$ cat src/rtl/micro_sequencer.sv
// Next-state engine for the microprogrammed control unit. It selects and registers the microstore
// state index, with one return level, a MOC wait timeout and an illegal-state trap.
module micro_sequencer #(
  parameter int unsigned STATE_W    = 7,
  parameter int unsigned LAST_STATE = 38,
  parameter int unsigned WAIT_LIMIT = 15
) (
  input  logic               clk,
  input  logic               reset,
  input  logic [2:0]         n_sel,
  input  logic               inv,
  input  logic [1:0]         cond_sel,
  input  logic [STATE_W-1:0] cr,
  input  logic [STATE_W-1:0] enc_state,
  input  logic               moc,
  input  logic               cond_in,
  input  logic               irq,
  output logic [STATE_W-1:0] current_state,
  output logic               stall,
  output logic               illegal,
  output logic               timeout
);

  typedef enum logic [2:0] {
    SelDecode   = 3'b000,
    SelInc      = 3'b001,
    SelJump     = 3'b010,
    SelBranch   = 3'b011,
    SelWait     = 3'b100,
    SelDispatch = 3'b101,
    SelCall     = 3'b110,
    SelReturn   = 3'b111
  } sel_e;

  logic [STATE_W-1:0] state_q, state_d;
  logic [STATE_W-1:0] ret_q, ret_d;
  logic [7:0]         wait_q, wait_d;
  logic               illegal_q, illegal_d;
  logic               timeout_q, timeout_d;

  logic               cond_raw;
  logic               cond;
  logic [STATE_W-1:0] inc;
  logic [STATE_W-1:0] mux_nxt;
  logic               wait_hit;
  logic               out_of_range;

  always_comb begin
    cond_raw = 1'b0;
    unique case (cond_sel)
      2'b00:   cond_raw = moc;
      2'b01:   cond_raw = cond_in;
      2'b10:   cond_raw = irq;
      default: cond_raw = 1'b0;
    endcase
  end

  assign cond = cond_raw ^ inv;
  assign inc  = state_q + 1'b1;

  always_comb begin
    mux_nxt = inc;
    stall   = 1'b0;
    ret_d   = ret_q;
    unique case (sel_e'(n_sel))
      SelDecode:   mux_nxt = enc_state;
      SelInc:      mux_nxt = inc;
      SelJump:     mux_nxt = cr;
      SelBranch:   mux_nxt = cond ? cr : inc;
      SelWait: begin
        mux_nxt = cond ? inc : state_q;
        stall   = ~cond;
      end
      SelDispatch: mux_nxt = cond ? enc_state : inc;
      SelCall: begin
        mux_nxt = cr;
        ret_d   = inc;
      end
      SelReturn:   mux_nxt = ret_q;
      default:     mux_nxt = inc;
    endcase
  end

  // The hold edge that would make the WAIT_LIMIT-th consecutive hold escapes to state 0 instead.
  assign wait_hit     = stall && (wait_q == 8'(WAIT_LIMIT - 1));
  assign out_of_range = 32'(mux_nxt) > LAST_STATE;

  always_comb begin
    wait_d    = '0;
    state_d   = mux_nxt;
    illegal_d = illegal_q | out_of_range;
    timeout_d = timeout_q | wait_hit;
    if (stall && !wait_hit) begin
      wait_d = wait_q + 8'd1;
    end
    if (wait_hit || out_of_range) begin
      state_d = '0;
    end
  end

  always_ff @(posedge clk or negedge reset) begin
    if (!reset) begin
      state_q   <= '0;
      ret_q     <= '0;
      wait_q    <= '0;
      illegal_q <= 1'b0;
      timeout_q <= 1'b0;
    end else begin
      state_q   <= state_d;
      ret_q     <= ret_d;
      wait_q    <= wait_d;
      illegal_q <= illegal_d;
      timeout_q <= timeout_d;
    end
  end

  assign current_state = state_q;
  assign illegal       = illegal_q;
  assign timeout       = timeout_q;

endmodule

$ cat config.mk
export PLATFORM = sky130hd
export DESIGN_NAME = micro_sequencer
export DESIGN_NICKNAME = d
export VERILOG_FILES = /design/src/rtl/micro_sequencer.sv
export SDC_FILE = /design/constraint.sdc
export NUM_CORES = 1
export LEC_CHECK = 0
export ABC_AREA = 0
export BUFFER_PORTS_ARGS = -buffer_cell sky130_fd_sc_hd__buf_2
export CAP_MARGIN = 30
export CORE_MARGIN = 4
export CORE_UTILIZATION = 60
export DETAILED_ROUTE_END_ITERATION = 6
export PLACE_DENSITY = 0.85
export SETUP_SLACK_MARGIN = 0.2
export SLEW_MARGIN = 15
export SYNTH_ARGS = -nofsm -noshare
export SYNTH_HDL_FRONTEND = slang
export SYNTH_SLANG_ARGS = --single-unit
$ cat constraint.sdc
create_clock -name clk -period 4.52 [get_ports clk]
set_input_delay 0.904 -clock clk [delete_from_list [all_inputs] [get_ports clk]]
set_output_delay 0.904 -clock clk [all_outputs]
set_load 0.005 [all_outputs]
== After elaboration in Yosys (flattened, before gate mapping) ==
Index checks and enable logic that the tools add are counted.
Word-level totals
  output and inout bits: 10
  input bits: 25
  word-level logic and storage cells: 37
  register bits: 24
Operators by class
  add/subtract/negate cells: 2
  bitwise logic cells: 4
  mux-type cells: 8
  order comparisons: 1
  equal/unequal tests: 10
  reductions and logical operators: 7
Operators by type and width (number)
  $pmux W7 S7: 1
  $mux W7: 4
  $eq A3 B3 Y1 const B: 4
  $add A8 B1 Y8 const B: 1
  $eq A8 B4 Y1 const B: 1
  $mux W8: 1
  $add A7 B1 Y7 const B: 1
  $gt A7 B6 Y1 const B: 1
  $eq A3 B2 Y1 const B: 2
  $eq A3 B1 Y1 const B: 1
  $logic_not A3 Y1: 1
  $pmux W1 S3: 1
  $eq A2 B1 Y1 const B: 1
  $eq A2 B2 Y1 const B: 1
  $logic_and A1 B1 Y1: 2
  $logic_not A2 Y1: 1
  $or A1 B1 Y1: 2
  $reduce_or A2 Y1: 1
  $logic_not A1 Y1: 1
  $logic_or A1 B1 Y1: 1
  $mux W1: 1
  $not A1 Y1: 1
  $xor A1 B1 Y1: 1

== Depth between registers and ports, before layout ==
  word-level depth: 9
  depth in mapped cells: 10
  gate-level depth less buffers: 10

== Least setup slack after synthesis ==
Ideal clock, no wire load.
  path kind: input -> register
  start point: in cond_sel[1]
  end point: reg illegal_q (netlist: illegal)
  stages on the path: 8
  arrival time: 2.900 ns
  path buffers: 0
  setup slack: 1.489 ns
  path through: nand3b_2 o22ai_4 nor2_4 a311oi_2 or4b_2 nand4_1 o221ai_2 or3_1
On the way
  cells in the longest elaborated chain, start to end: 7
  elaborated cells on any way between the ends: 11
RTL lines
  from (decl): line 12  | input logic [1:0] cond_sel,
  $eq A2 B2 Y1, or another cell as far along: line 50  | unique case (cond_sel)
  $pmux W1 S3 (*): line 50
  $xor A1 B1 Y1 (*): line 58  | assign cond = cond_raw ^ inv;
  $mux W7 (on tied branches): line 74, 69, 71
  $pmux W7 S7 (*): line 65  | unique case (sel_e'(n_sel))
  $gt A7 B6 Y1 (*): line 86  | assign out_of_range = 32'(mux_nxt) > LAST_STATE;
  $or A1 B1 Y1 (*): line 91  | illegal_d = illegal_q | out_of_range;
  net illegal_d: line 38  | logic illegal_q, illegal_d;
  to (signal assigned): line 112  | illegal_q <= illegal_d;
  to (decl): line 38
Mark *: on every way through the listed nets, which the timed path passes. The rest lies on a longest branch.
A chain may end at the register's enable or synchronous reset.

== Worst setup path in the final report ==
  start point: in cond_sel[1]
  end point: out stall
On the way
  cells in the longest elaborated chain, start to end: 5
  elaborated cells on any way between the ends: 7
RTL lines
  $eq A2 B2 Y1, or another cell as far along: line 50
  $pmux W1 S3 (*): line 50
  $xor A1 B1 Y1 (*): line 58
  $not A1 Y1 (*): line 72  | stall = ~cond;
  $mux W1 (*): line 65
  to (decl): line 19  | output logic stall,
Every way passes the cells marked *; elsewhere a longest branch is shown, timed or not.

==> metrics.cfg <==
[layout]
synthToLayoutAreaGrowth_pct=11.4
utilization=0.718
n_antenna_cell=0
layout.nets=279
drive_gt1_frac=0.204

[run_status]
status=completed

[worst_setup_path]
worstPathArrival_ns=2.28
crit_chain=buf_2 > nand3b_2 > o22a_1 > nand2_1 > nand3_1 > inv_2 > buf_2
cp.required_ns=3.62
crit_fanout=6
rr_endpoint=illegal$_DFF_PN0_
cpMostUsedCell=buf_2
slowest_stage=nand3b_2
max_stage_delay_ns=0.27
reg2reg_from=current_state[0]$_DFF_PN0_
end_kind=output port
crit_path_start=cond_sel[1]
worst-setup-path-type=in -> out
critPathLaunchType=input port
r2r_cells=8
endpoint=stall
r2r_slack_ns=1.89

[cts]
cts_resized=0
hold_buffers=0
clkTransAtPathRegs_ns=0.14
clock_latency_ns=0.33
clock_path_buffers=2
cts_setup_buffers=0
clockRootBuffer=clkbuf_4
cts.sinks=24
htree_levels=1
cts_tree=yes
numCtsBuffers=3

[placed_design]
place_congestion=0.886
dpl.hpwl_um=3340
io_buffers=34
pre_cts_ws_ns=1.19

[timing]
max_freq_mhz=314
fin_tns_setup_ns=0
tightest_slew_ns=0.603
rsz0062_at_grt=no
fin_ws_ns=1.33
fin_skew_ns=0.0118
report.final.slew_viol_count=0
slew_headroom=0.594
layout_min_cycle_time_ns=3.19
post-route-period-util=0.705
setup-violations-final=0
hold_viol=0

[logic_synthesis]
syn_area_um2=1840
synth.distinct_cells=62
avgSynthCellArea_um2=8.32
synth.yosys.seq_area_share=0.327
synth_warnings=0
synth_edf_count=0
synth.top_cell.area_share=0.327
yosys.area.top_type=dfrtp_1
synthCells=221
synthArstFlopShare=1.00
syn_nets=249
synth.most_common_cell=dfrtp_1
synth-seq-cells=24
ys.flop_type=dfrtp_1
synth.area.top_cells=dfrtp_1 (33%), nand2_1 (4.7%), o21ai_0 (3.8%), a21oi_1 (3.5%), nor2_1 (3.3%)
yosys-top-cells-count=dfrtp_1 (24), nand2_1 (23), nor2_1 (16), o21ai_0 (14), a21oi_1 (13)

[grt]
grt_overflow=0
grt_pass1_wl_um=7400
first_global_vias=1549
antenna_found_initial=0
grt_usage=0.231
grt_max_degree=35

[power_and_ir_drop]
p_per_area_nw_per_um2=268
leakagePower_nw=0.890
ir_drop_mv=0.199

[floorplanning]
num_rows=19
dieArea_um2=4020
die_h_um=63.4
core_region_area_um2=2850
io_pins=35
start_util=0.645
dieWidth_um=63.4

[drt]
num_vias=1793
dr.first_iter.drc_count=142
finalWirelength_um=4610
viasPerCell=6.38
wire_per_inst_um=16.4
drc=0
drtAntennaViolNets=0
detail_route.first_pass.iterations=5

[worst_hold_path]
worstHoldStart=illegal$_DFF_PN0_
hp-class=reg -> reg

[job]
max-cap-violations=0

-- layout make-up --
class | instances | area, µm²
Clock buffer | 4 | 36.3
Fill cell | 236 | 805
Inverter | 10 | 37.5
Multi-Input combinational cell | 178 | 1160
Sequential cell | 24 | 601
Tap cell | 31 | 38.8
Timing Repair Buffer | 34 | 170
-- sequential cells by signal, indices dropped and copies added (netlist names) --
signal / count
current_state: 7
illegal: 1
timeout: 1
wait_q: 8
ret_q: 7
-- critical path: cells and delay by family --
kind                   cells  cell delay, ns
buffers and inverters      3            0.39
and+or+nand+nor            3            0.73
AOI/OAI and AO/OA          1            0.24
-- metal layers --
metal  global-route usage  routed length, µm
met5                    0                  0
met4               0.0674                 42
met3               0.0266                319
met2                0.349               2040
met1                0.345               2210
-- worst min path at each step --
stage,end,slack (ns),cells after the start
global route,ret_q[2]$_DFFE_PN0N_,0.53,2
detailed placement,illegal$_DFF_PN0_,0.46,1
CTS,illegal$_DFF_PN0_,0.49,1
global placement,ret_q[3]$_DFFE_PN0N_,0.46,2
finish,illegal$_DFF_PN0_,0.49,1
floorplan,ret_q[0]$_DFFE_PN0N_,0.44,2
-- power breakdown --
part / switching, mW / internal (mW) / total, mW
Combinational: 0.0953 / 0.0739 / 0.169
Clock: 0.0683 / 0.0493 / 0.118
Sequential: 0.0238 / 0.238 / 0.262
-- cells by family after synthesis --
kind of cell / after synthesis / synth area share
AOI/OAI and AO/OA: 65 / 0.257
other: 1 / 0.00204
adders and majority gates: 4 / 0.0259
muxes: 4 / 0.0293
DFF: 24 / 0.327
xor gates and xnor gates: 12 / 0.0571
and+or+nand+nor: 92 / 0.262
buffers and inverters: 19 / 0.0401
-- cells in the final DEF, fill, tap and decap left out, types with 2 or more instances in the layout --
master / n
o22ai_1: 4
a21oi_1: 13
o21ai_0: 14
o21ai_1: 2
and3_1: 4
and2_1: 2
nand3_1: 8
or3_1: 3
or4b_2: 2
nand4_1: 3
nor3b_1: 2
nand2b_1: 3
o221ai_1: 3
a221oi_1: 2
nor2_1: 16
o21bai_1: 2
ha_1: 3
clkbuf_4: 3
o311ai_1: 2
mux2i_1: 2
a211oi_1: 3
a21o_1: 2
xor2_1: 6
nand2_1: 23
inv_1: 9
buf_2: 34
dfrtp_1: 24
a22o_1: 2
nor3_1: 11
xnor2_1: 6
nor2b_1: 6
-- per-stage QoR --
step,hold slack (ns),instance area (µm²),std cells,power (mW)
3_3_place_gp,0.462,2010,277,0.429
5_1_grt,0.529,2050,281,0.579
3_5_place_dp,0.459,2010,277,0.432
2_1_floorplan,0.442,1840,221,0.377
6_report,0.493,2050,281,0.549
4_1_cts,0.493,2050,281,0.546
No activity file was read; power rests on OpenSTA's default activity.
